<file path="config.mk">
export PLATFORM = sky130hd
export DESIGN_NAME = edge_counter_cmd_scheduler_flat
export DESIGN_NICKNAME = d
export VERILOG_FILES = /design/src/rtl/edge_counter_pkg.sv /design/src/rtl/edge_counter_cmd_scheduler_if.sv /design/src/rtl/sched_fifo.sv /design/src/rtl/edge_counter_cmd_scheduler.sv /design/src/flat_wrapper.sv
export SDC_FILE = /design/constraint.sdc
export NUM_CORES = 1
export LEC_CHECK = 0
export ABC_AREA = 1
export BUFFER_PORTS_ARGS = -buffer_cell sky130_fd_sc_hd__buf_2
export CELL_PAD_IN_SITES_DETAIL_PLACEMENT = 2
export CELL_PAD_IN_SITES_GLOBAL_PLACEMENT = 2
export CORE_MARGIN = 2
export CORE_UTILIZATION = 44
export CTS_CLUSTER_DIAMETER = 80
export CTS_CLUSTER_SIZE = 14
export DETAILED_ROUTE_END_ITERATION = 12
export GPL_TIMING_DRIVEN = 0
export PLACE_DENSITY_LB_ADDON = 0.05
export SETUP_SLACK_MARGIN = 0.3
export SYNTH_ARGS = -nofsm -noshare
export SYNTH_HDL_FRONTEND = slang
export SYNTH_SLANG_ARGS = --single-unit
</file>
<file path="constraint.sdc">
create_clock -name clk -period 10.3 [get_ports clk]
set_input_delay 2.06 -clock clk [delete_from_list [all_inputs] [get_ports clk]]
set_output_delay 2.06 -clock clk [all_outputs]
set_load 0.01 [all_outputs]
</file>
<file path="src/rtl/edge_counter_pkg.sv">
// Shared types and constants for the timed command scheduler.
package edge_counter_pkg;

    // Bit indices of the command word understood by the edge-counter controller.
    localparam int unsigned CMD_START = 0;
    localparam int unsigned CMD_STOP  = 1;
    localparam int unsigned CMD_SAVE  = 2;
    localparam int unsigned CMD_RESET = 3;
    localparam int unsigned CMD_BITS  = 4;

    localparam int unsigned TS_W      = 64;
    localparam int unsigned CMD_W     = 64;
    localparam int unsigned REC_W     = TS_W + CMD_W;

    // Queued record: only the meaningful command bits are kept.
    typedef struct packed {
        logic [TS_W-1:0]     ts;
        logic [CMD_BITS-1:0] cmd;
    } cmd_rec_t;

endpackage

</file>
<file path="src/rtl/edge_counter_cmd_scheduler_if.sv">
// Host-side record stream: timestamped command records with valid/ready handshake.
interface edge_counter_cmd_scheduler_if;
    import edge_counter_pkg::*;

    logic [REC_W-1:0] s_data;
    logic             s_valid;
    logic             s_ready;

    modport master (output s_data, output s_valid, input s_ready);
    modport slave  (input s_data, input s_valid, output s_ready);

endinterface

</file>
<file path="src/rtl/sched_fifo.sv">
// Single-clock FIFO of command records with first-word-fall-through head.
module sched_fifo
    import edge_counter_pkg::*;
#(
    parameter int unsigned DEPTH = 8
) (
    input  logic                       clk,
    input  logic                       resetn,
    input  logic                       push_i,
    input  cmd_rec_t                   push_rec_i,
    input  logic                       pop_i,
    input  logic                       flush_i,
    output cmd_rec_t                   head_o,
    output logic [$clog2(DEPTH):0]     level_o,
    output logic                       full_o,
    output logic                       empty_o
);

    localparam int unsigned PtrW = $clog2(DEPTH);
    localparam int unsigned LvlW = PtrW + 1;

    cmd_rec_t            mem_q [DEPTH];
    logic [PtrW-1:0]     wptr_q, wptr_d;
    logic [PtrW-1:0]     rptr_q, rptr_d;
    logic [LvlW-1:0]     level_q, level_d;
    logic                do_push, do_pop;

    assign full_o  = (level_q == LvlW'(DEPTH));
    assign empty_o = (level_q == '0);
    assign level_o = level_q;
    assign head_o  = mem_q[rptr_q];

    // Overflow/underflow requests are ignored; flush overrides both.
    assign do_push = push_i & ~full_o & ~flush_i;
    assign do_pop  = pop_i & ~empty_o & ~flush_i;

    // Next-state pointers and occupancy.
    always_comb begin
        wptr_d  = wptr_q;
        rptr_d  = rptr_q;
        level_d = level_q;
        if (flush_i) begin
            wptr_d  = '0;
            rptr_d  = '0;
            level_d = '0;
        end else begin
            if (do_push) wptr_d = wptr_q + 1'b1;
            if (do_pop)  rptr_d = rptr_q + 1'b1;
            unique case ({do_push, do_pop})
                2'b10:   level_d = level_q + 1'b1;
                2'b01:   level_d = level_q - 1'b1;
                default: level_d = level_q;
            endcase
        end
    end

    // Pointer and level registers.
    always_ff @(posedge clk or negedge resetn) begin
        if (!resetn) begin
            wptr_q  <= '0;
            rptr_q  <= '0;
            level_q <= '0;
        end else begin
            wptr_q  <= wptr_d;
            rptr_q  <= rptr_d;
            level_q <= level_d;
        end
    end

    // Storage needs no reset: level gates every read.
    always_ff @(posedge clk) begin
        if (do_push) mem_q[wptr_q] <= push_rec_i;
    end

endmodule

</file>
<file path="src/rtl/edge_counter_cmd_scheduler.sv">
// Timed command sequencer: issues each queued command when counter reaches its timestamp.
module edge_counter_cmd_scheduler
    import edge_counter_pkg::*;
#(
    parameter int unsigned DEPTH    = 8,
    parameter int unsigned TS_WIDTH = 64
) (
    input  logic                       clk,
    input  logic                       resetn,
    input  logic [TS_WIDTH-1:0]        counter,
    edge_counter_cmd_scheduler_if.slave s_if,
    input  logic                       flush,
    input  logic                       clear_late,
    output logic [CMD_W-1:0]           cmd_out,
    output logic                       late,
    output logic [$clog2(DEPTH):0]     level
);

    cmd_rec_t             push_rec;
    cmd_rec_t             head;
    logic                 full, empty;
    logic                 push, due, issue, is_late;
    logic [CMD_W-1:0]     cmd_out_q, cmd_out_d;
    logic                 late_q, late_d;
    logic                 unused_data;

    // Command bits above CMD_BITS carry no meaning and are dropped at the door.
    assign unused_data   = ^s_if.s_data[CMD_W-1:CMD_BITS];
    assign push_rec.ts   = s_if.s_data[REC_W-1:CMD_W];
    assign push_rec.cmd  = s_if.s_data[CMD_BITS-1:0];

    assign s_if.s_ready  = ~full & ~flush;
    assign push          = s_if.s_valid & s_if.s_ready;

    // Head is due once the unsigned counter has reached its timestamp; flush suppresses issue.
    assign due     = ~empty & (counter >= head.ts);
    assign issue   = due & ~flush;
    assign is_late = counter > head.ts;

    sched_fifo #(
        .DEPTH (DEPTH)
    ) u_fifo (
        .clk        (clk),
        .resetn     (resetn),
        .push_i     (push),
        .push_rec_i (push_rec),
        .pop_i      (issue),
        .flush_i    (flush),
        .head_o     (head),
        .level_o    (level),
        .full_o     (full),
        .empty_o    (empty)
    );

    // Next command word and sticky late flag; a set beats a same-cycle clear.
    always_comb begin
        cmd_out_d = '0;
        late_d    = late_q;
        if (issue) begin
            cmd_out_d[CMD_BITS-1:0] = head.cmd;
        end
        if (issue && is_late) begin
            late_d = 1'b1;
        end else if (clear_late) begin
            late_d = 1'b0;
        end
    end

    // Output registers; cmd_out is a single-cycle pulse, never held.
    always_ff @(posedge clk or negedge resetn) begin
        if (!resetn) begin
            cmd_out_q <= '0;
            late_q    <= 1'b0;
        end else begin
            cmd_out_q <= cmd_out_d;
            late_q    <= late_d;
        end
    end

    assign cmd_out = cmd_out_q;
    assign late    = late_q;

endmodule

</file>
<file path="src/flat_wrapper.sv">
// flat-port wrapper written by rule: the top's interface ports become plain ports
module edge_counter_cmd_scheduler_flat import edge_counter_pkg::*;
#(
    parameter int unsigned DEPTH    = 8,
    parameter int unsigned TS_WIDTH = 64
)
  (clk, resetn, counter, flush, clear_late, cmd_out, late, level, s_if_s_data, s_if_s_valid, s_if_s_ready);
  edge_counter_cmd_scheduler_if s_if_i ();
  input  logic clk;
  input  logic resetn;
  input  logic [TS_WIDTH-1:0] counter;
  input  logic flush;
  input  logic clear_late;
  output logic [CMD_W-1:0] cmd_out;
  output logic late;
  output logic [$clog2(DEPTH):0] level;
  input wire logic [$bits(s_if_i.s_data)-1:0] s_if_s_data;
  input wire logic [$bits(s_if_i.s_valid)-1:0] s_if_s_valid;
  output wire logic [$bits(s_if_i.s_ready)-1:0] s_if_s_ready;
  assign s_if_i.s_data = s_if_s_data;
  assign s_if_i.s_valid = s_if_s_valid;
  assign s_if_s_ready = s_if_i.s_ready;
  edge_counter_cmd_scheduler #(.DEPTH(DEPTH), .TS_WIDTH(TS_WIDTH)) u_core (.clk(clk), .resetn(resetn), .counter(counter), .s_if(s_if_i), .flush(flush), .clear_late(clear_late), .cmd_out(cmd_out), .late(late), .level(level));
endmodule
</file>
==> metrics.md, run 1 <==
| Metric | Value |
|---|---|
| Wire length on met2 | `approximately 43 mm` |
| Met3 WL | `roughly 4.3 mm` |
| Horiz. Die Dim | `roughly 230 um` |
| Largest net degree at the start of global routing | `27` |
| CTS root buffer | `clkbuf_16` |
| Nets | `2308` |
| Final count of hold timing violations | `0` |
| Syn Std Cell Area | `23200 sq um` |
| Power density cells | `around 230 nW/um^2` |
| Actual slew at the worst max-slew pin | `1160 ps` |
| Post-cts resize count | `0` |
| H-tree depth | `2` |
| Syn-to-layout area delta | `15.1%` |
| Clock Latency Late Sink | `~600 ps` |
| Register area | `between 15000 and 20000 sq um` |
| Mapped Avg Cell Area | `13.1 sq um` |
| CTS Hold Bufs | `0` |
| # fillers | `approximately 5100` |
| First drt pass iteration count | `7` |
| Clock Path Buffers | `3` |
| Fmax achieved | `approximately 0.16 GHz` |
| Netlist cell types | `35` |
| Tot GR Track Use | `approximately 30%` |
| WL met1 | `33.5 mm` |
| Clock sinks | `between 500 and 600` |
| Syn Inst Count | `1768` |
| Multi-input logic area | `about 6000 sq um` |
| Std-Cell Core Area | `approximately 52000 sq um` |
| Startpoint Class | `flip-flop` |
| Iteration-0 DRC count of the detailed router | `~1500` |
| Placed cell area | `~26000 sq um` |
| Worst ir drop on vdd | `roughly 0.00015 V` |
| Commonest non-fill, non-tap cell in the layout | `edfxtp_1` |
| Initial antenna violation count | `6` |
| Final WL | `roughly 83 mm` |
| Top cell type's share of synthesized area | `between 70% and 80%` |
| RSZ-0062 raised after global routing | `no` |
| First-pass GRT wire length | `roughly 120 mm` |
| Largest cells by area after synthesis | `edfxtp_1 70%, o21ai_0 7.0%, nor2_1 4.8%` |
| DR WL/cell | `slightly above 30 um` |
| Leakage | `~9.4 nW` |
| CP Class | `reg -> reg` |
| Number of routed nets with antenna violations | `0` |
| Min-Delay Path Class | `reg -> reg` |
| Vias in the first global route | `between 15000 and 20000` |
| #FFs+latches synth | `approximately 560` |
| Outcome | `finished, final reports clean` |
| Die footprint | `roughly 55000 sq um` |
| Max Slew Vio Count | `0` |
| I/O pin count | `267` |
| Hold_ws | `roughly 540 ps` |
| Setup bufs post-CTS | `0` |
| Fin util | `roughly half` |
| Top sig layer | `met5` |
| Post-DP HPWL | `around 56 mm` |
| GRT overflow | `0` |
| Post-synthesis sequential area ratio | `a little under three quarters` |
| Area leader, netlist | `edfxtp_1` |
| Post-route design area | `26700 sq um` |
| # setup viols final | `0` |
| CTS clock-pin slew for the worst setup and hold paths | `70 ps` |
| Drt drc | `0` |
| Relative slew margins | `between 20% and 30%` |
| Yosys warns | `0` |
| Commonest cells after routing, fill and taps aside | `544 x edfxtp_1, 327 x o21ai_0, 292 x nor2_1` |
| Critical Path AT | `roughly 6800 ps` |
| CTS tree | `yes` |
| Port Buf Inserts | `approximately 150` |
| Gpl congestion | `between 0.7 and 0.8` |
| Share of the clock period used by the worst path after layout | `60.8%` |
| Row Count | `84` |
| Vias per cell | `slightly below 6` |
| Cell count after placement | `2683` |
| Crit end category | `flip-flop` |
| Non-Filler Instances | `between 2000 and 3000` |
| Clk_skew | `~17 ps` |
| Setup TNS | `0 ps` |
| Starting Density | `44.4%` |
| Tmin final | `6260 ps` |
| Required time worst endpoint | `~11000 ps` |
| Max_cap viols | `0` |
| Critical Path Fanout Max | `10` |
| Routed via count | `between 15000 and 20000` |
| Die Y | `between 200 and 250 um` |
| TritonCTS Buffers | `45` |
| Share of layout cells above drive strength 1 | `~15%` |
per-layer routing:
| layer | GRT usage (%) | vias to the layer above |
|---|---|---|
| li1 | - | 7035 |
| met1 | 39.0 | 8605 |
| met2 | 53.0 | 531 |
| met3 | 4.17 | 135 |
| met4 | 11.7 | 4 |
| met5 | 0 | - |
area by class of cell:
type,instances,share of cell area (%)
tap,688,3.22
inverter,28,0.398
buffer,164,3.21
antenna,4,0.0374
clock buffer,55,4.35
timing repair buffer,168,4.49
multi-input combinational,1076,21.8
sequential,559,62.5
critical path, stage by stage, from the launching register on:
cell	delay, ps
dfrtp_1	620
inv_1	270
clkbuf_1	740
clkbuf_1	550
o21ai_0	200
o221ai_1	230
o21ai_0	170
ha_1	350
nand2_1	140
nor2_1	110
nand2_1	280
inv_1	90
a21oi_1	460
nand2_1	120
nand2_1	110
nand3_2	220
nand3_2	200
inv_1	110
ha_1	330
a21oi_1	160
nand2_1	90
xor2_1	160
inv_1	80
nand4_1	100
nand2_1	120
nand3_1	70
nand2_1	100
power breakdown:
| group | total [mW] | switching (mW) | internal [mW] |
|---|---|---|---|
| logic | 1.93 | 1.41 | 0.513 |
| registers | 2.62 | 0.0417 | 2.58 |
| clock network | 1.58 | 0.792 | 0.786 |
final timing paths:
check | slack [ps] | start | depth (start not counted) | endpoint
setup / recovery | 4040 | u_core.u_fifo.rptr_q[1] | 26 | u_core.u_fifo.level_o[3]
hold / removal | 540 | u_core.late | 2 | u_core.late
min in group asynchronous | 1400 | resetn | 1 | u_core.u_fifo.level_o[3]
max in group asynchronous | 8600 | resetn | 1 | u_core.cmd_out[1]
setup reg to reg | 4040 | u_core.u_fifo.rptr_q[1] | 26 | u_core.u_fifo.level_o[3]
hold reg to reg | 540 | u_core.late | 2 | u_core.late
registers in the layout (all words and copies together), names as in the netlist:
name	count
u_core.u_fifo.wptr_q	3
u_core.late	1
u_core.cmd_out	4
u_core.u_fifo.rptr_q	3
u_core.u_fifo.level_o	4
u_core.u_fifo.mem_q	544
metrics by stage:
stage	total power, mW	setup slack (ps)
6_report	6.12	4040
3_3_place_gp	4.39	761
2_1_floorplan	3.68	4220
3_5_place_dp	4.56	4120
5_1_grt	6.38	3810
4_1_cts	6.14	4110
cell usage after synthesis (all sizes together):
| cell | count |
|---|---|
| nand3 | 16 |
| nand3b | 1 |
| conb | 1 |
| a32o | 3 |
| nand2 | 91 |
| o21bai | 1 |
| nor2 | 300 |
| clkbuf | 80 |
| clkinv | 1 |
| nor3 | 5 |
| a31oi | 2 |
| a21oi | 36 |
| xnor2 | 1 |
| xor2 | 2 |
| buf | 84 |
| fa | 1 |
| nand4 | 5 |
| edfxtp | 544 |
| inv | 27 |
| o221ai | 64 |
| ha | 68 |
| o21a | 4 |
| dfrtp | 15 |
| a211oi | 3 |
| o22ai | 69 |
| o21ai | 343 |
| a21o | 1 |
cells by family (layout without fill, tap and decap cells):
| family | count (synthesis) | count (layout) | synth area share [%] |
|---|---|---|---|
| other cells | 1 | 64 | 0.0161 |
| flops | 559 | 559 | 71.9 |
| xor+xnor | 3 | 3 | 0.113 |
| buf+inv | 192 | 415 | 4.15 |
| simple gates | 418 | 418 | 7.12 |
| compound gates | 526 | 526 | 12.9 |
| fa+ha+maj | 69 | 69 | 3.75 |
(Power assumes the default switching activity.)
==> inputs of run 2 (changes only) <==
--- a/config.mk
+++ b/config.mk
@@ -5,12 +5,12 @@
 export SDC_FILE = /design/constraint.sdc
 export NUM_CORES = 1
 export LEC_CHECK = 0
-export ABC_AREA = 1
+export ABC_AREA = 0
 export BUFFER_PORTS_ARGS = -buffer_cell sky130_fd_sc_hd__buf_2
 export CELL_PAD_IN_SITES_DETAIL_PLACEMENT = 2
 export CELL_PAD_IN_SITES_GLOBAL_PLACEMENT = 2
 export CORE_MARGIN = 2
-export CORE_UTILIZATION = 44
+export CORE_UTILIZATION = 45
 export CTS_CLUSTER_DIAMETER = 80
 export CTS_CLUSTER_SIZE = 14
 export DETAILED_ROUTE_END_ITERATION = 12
==> constraint.sdc (replaced) <==
create_clock -name clk -period 6.1 [get_ports clk]
set_input_delay 1.22 -clock clk [delete_from_list [all_inputs] [get_ports clk]]
set_output_delay 1.22 -clock clk [all_outputs]
set_load 0.01 [all_outputs]
==> metrics.md, run 2 <==
| Metric | Value |
|---|---|
| Post-synthesis mux area share | `16.4% (was 0%)` |
| Drt drc | `0 (unchanged)` |
| Post-synthesis compound-gate area fraction | `1.78% (was 12.9%)` |
| Horiz. Die Dim | `230 um (was 234 um)` |
| Adder-cell share of the synthesized area | `3.78% (was 3.75%)` |
| CTS root buffer | `clkbuf_16 (unchanged)` |
| Tmin final | `5540 ps (was 6260 ps)` |
| Area leader, netlist | `edfxtp_1 (unchanged)` |
| Nets | `1690 (was 2308)` |
| Post-DP HPWL | `44.0 mm (was 55.8 mm)` |
| Actual slew at the worst max-slew pin | `914 ps (was 1160 ps)` |
| CTS Hold Bufs | `0 (unchanged)` |
| Vias in the first global route | `13275 (was 17921)` |
| Iteration-0 DRC count of the detailed router | `988 (was 1489)` |
| Routed via count | `11901 (was 16310)` |
| Critical Path Fanout Max | `10 (unchanged)` |
| Most frequent cell after synthesis | `edfxtp_1 (unchanged)` |
| Max_cap viols | `0 (unchanged)` |
| Share of the clock period used by the worst path after layout | `90.9% (was 60.8%)` |
| Max Slew Vio Count | `0 (unchanged)` |
| Outcome | `finished, final reports clean (unchanged)` |
| Syn-to-layout area delta | `17.4% (was 15.1%)` |
| Netlist cell types | `55 (was 35)` |
| Post-synth EDFFs | `544 (unchanged)` |
| CTS tree | `yes (unchanged)` |
| Critical Path AT | `5990 ps (was 6790 ps)` |
| Commonest non-fill, non-tap cell in the layout | `edfxtp_1 (unchanged)` |
| # setup viols final | `0 (unchanged)` |
| Clock Path Buffers | `3 (unchanged)` |
| Setup TNS | `0 ps (unchanged)` |
| # fillers | `4357 (was 5070)` |
| First drt pass iteration count | `5 (was 7)` |
| Std-Cell Core Area | `50400 sq um (was 52300 sq um)` |
| Row Count | `82 (was 84)` |
| RSZ-0062 raised after global routing | `no (unchanged)` |
| Starting Density | `45.7% (was 44.4%)` |
| Final count of hold timing violations | `0 (unchanged)` |
| H-tree depth | `2 (unchanged)` |
| Power density cells | `338 nW/um^2 (was 229 nW/um^2)` |
| Slowest-stage cell, CP | `mux4_2 (was clkbuf_1)` |
| Clock sinks | `559 (unchanged)` |
| CP max stage delay | `560 ps (was 740 ps)` |
| Number of routed nets with antenna violations | `0 (unchanged)` |
| DR WL/cell | `29.4 um (was 30.3 um)` |
| Ys async rst share | `2.68% (unchanged)` |
| Cell family with the largest share of critical-path delay | `compound AO/OA/AOI/OAI gates (was buffers and inverters)` |
| Yosys warns | `0 (unchanged)` |
| Mapped Avg Cell Area | `20.8 sq um (was 13.1 sq um)` |
| Synth Area in XOR/XNOR | `0.212% (was 0.113%)` |
| Min-Delay Path Class | `reg -> reg (unchanged)` |
| Worst ir drop on vdd | `0.000251 V (was 0.000153 V)` |
| Leakage | `9.16 nW (was 9.36 nW)` |
| Tot GR Track Use | `23.9% (was 30.5%)` |
| Vias per cell | `5.65 (was 5.95)` |
| CP Class | `reg -> reg (unchanged)` |
| Non-Filler Instances | `2108 (was 2742)` |
| Most instantiated cells after synthesis | `544 x edfxtp_1, 136 x mux4_2, 71 x mux2i_1 (was 544 x edfxtp_1, 327 x o21ai_0, 300 x nor2_1)` |
| First-pass GRT wire length | `91.3 mm (was 120 mm)` |
| Total Power | `9.13 mW (was 6.12 mW)` |
| #FFs+latches synth | `559 (unchanged)` |
| Die footprint | `53000 sq um (was 54600 sq um)` |
| Largest cells by area after synthesis | `edfxtp_1 71%, mux4_2 13%, ha_1 3.7% (was edfxtp_1 70%, o21ai_0 7.0%, nor2_1 4.8%)` |
| Port Buf Inserts | `146 (unchanged)` |
| Critical-path cell list | `clkbuf_4 > buf_4 > mux4_2 > mux2i_1 > ha_1 > a21oi_1 > o21ai_0 > a211oi_2 > o211ai_1 > a221oi_4 > nand2_1 > nand2b_2 > nor3_2 > ha_1 > a21o_1 > a21oi_1 > nand2b_1 > mux2i_1 > o311ai_0` |
| Crit end category | `flip-flop (unchanged)` |
| Clk_skew | `17.6 ps (was 17.0 ps)` |
| Post-synthesis sequential area ratio | `72.5% (was 71.9%)` |
| Gpl congestion | `0.715 (was 0.767)` |
| Syn Std Cell Area | `23000 sq um (was 23200 sq um)` |
| Relative slew margins | `38.7% (was 22.4%)` |
| Initial antenna violation count | `10 (was 6)` |
| Startpoint Class | `flip-flop (unchanged)` |
| TritonCTS Buffers | `45 (unchanged)` |
| Commonest cells after routing, fill and taps aside | `544 x edfxtp_1, 150 x buf_2, 136 x mux4_2 (was 544 x edfxtp_1, 327 x o21ai_0, 292 x nor2_1)` |
| Die Y | `230 um (was 234 um)` |
| Share of layout cells above drive strength 1 | `36.6% (was 14.9%)` |
| Largest net degree at the start of global routing | `23 (was 27)` |
| GRT overflow | `0 (unchanged)` |
| Simple-gate portion of the synthesized area | `2.32% (was 7.12%)` |
| Combinational family with the most area after synthesis | `multiplexers (was compound AO/OA/AOI/OAI gates)` |
| Clock Latency Late Sink | `580 ps (was 600 ps)` |
| Required time worst endpoint | `6550 ps (was 10830 ps)` |
| Final WL | `62.0 mm (was 83.0 mm)` |
| Syn Inst Count | `1108 (was 1768)` |
| Top cell type's share of synthesized area | `70.9% (was 70.3%)` |
| I/O pin count | `267 (unchanged)` |
| Top reg by flops | `u_core.u_fifo.mem_q (unchanged)` |
| Fmax achieved | `0.180 GHz (was 0.160 GHz)` |
| Top FF cell, synth | `edfxtp_1 (unchanged)` |
| Max reg flops | `544 (unchanged)` |
| CTS clock-pin slew for the worst setup and hold paths | `70 ps (about the same)` |
| Cell count after placement | `2046 (was 2683)` |
| Critical path buffer and inverter count | `2 (was 6)` |
[run 2: cell types whose count changed in the layout (fill, tap and decap cells not counted), moves of 45 or more]
cell	change
buf_6	+45
clkbuf_1	-79
mux2i_1	+70
mux4_2	+136
nand2_1	-62
nor2_1	-278
o21ai_0	-317
o221ai_1	-64
o22ai_1	-68
[run 2: cells by family after synthesis]
logic type / count (synthesis)
AO/OA/AOI/OAI: 65
XOR/XNOR: 4
adder cells (fa/ha/maj): 69
buffers and inverters: 109
flip-flops: 559
multiplexers: 208
other: 1
AND/OR/NAND/NOR: 93
[run 2: final cells by class]
cell class                 count  area, sq um  area share, %
sequential                   559        16700           61.8
multi-input combinational    499         6000           22.2
timing repair buffer         210         1510           5.59
clock buffer                  55         1210           4.46
tap                          672          841           3.11
buffer                       104          743           2.75
inverter                       5         18.8         0.0694
clock inverter                 1         8.76         0.0324
antenna                        3         7.51         0.0278
[run 2: worst reg2reg max path, stage by stage, from the launching register on]
cell	delay [ps]
dfrtp_1	390
clkbuf_4	300
buf_4	310
mux4_2	560
mux2i_1	280
ha_1	330
a21oi_1	160
o21ai_0	250
a211oi_2	430
o211ai_1	210
a221oi_4	420
nand2_1	200
nand2b_2	250
nor3_2	110
ha_1	290
a21o_1	180
a21oi_1	250
nand2b_1	150
mux2i_1	60
o311ai_0	300
[run 2: path summary, 6_finish.rpt]
check / startpoint / to / slack, ps / cells after the start
min in group asynchronous: resetn / u_core.cmd_out[3] / 580 / 1
max in group asynchronous: resetn / u_core.u_fifo.level_o[0] / 5210 / 1
worst max-delay path: u_core.u_fifo.rptr_q[0] / u_core.u_fifo.level_o[3] / 560 / 19
worst max register to register: u_core.u_fifo.rptr_q[0] / u_core.u_fifo.level_o[3] / 560 / 19
worst min register to register: u_core.late / u_core.late / 540 / 2
worst min-delay path: u_core.late / u_core.late / 540 / 2
[run 2: report_power, final]
group / switching [mW] / internal (mW)
sequential: 0.0539 / 4.33
combinational: 1.11 / 0.987
clock: 1.28 / 1.38
total: 2.44 / 6.69
[run 2: timing repair]
action | CTS | global route
setup buffers | 2 | 1
resized for setup | 83 | 8
pin swaps | 1 | 1
endpoints found under the setup margin | 11 | 1
[run 2: metrics by stage]
stage                     setup slack, ps  utilization, %  hold WS (ps)  area (sq um)
after floorplan                     -1390               -           558         23300
after global placement              -7330            49.3           515         24800
after detailed placement            -1240            50.9           532         25700
after CTS                             350            53.6           542         27000
after global routing                  292            53.7           574         27000
final                                 557            53.7           539         27000
[run 2: metal layers]
metal  track usage, %  routed length [um]  vias up
li1                 -                   -     5097
met1             32.0               26400     6399
met2             40.6               31400      294
met3             3.56                2540       99
met4             7.72                1610       12
met5                0                  69        -
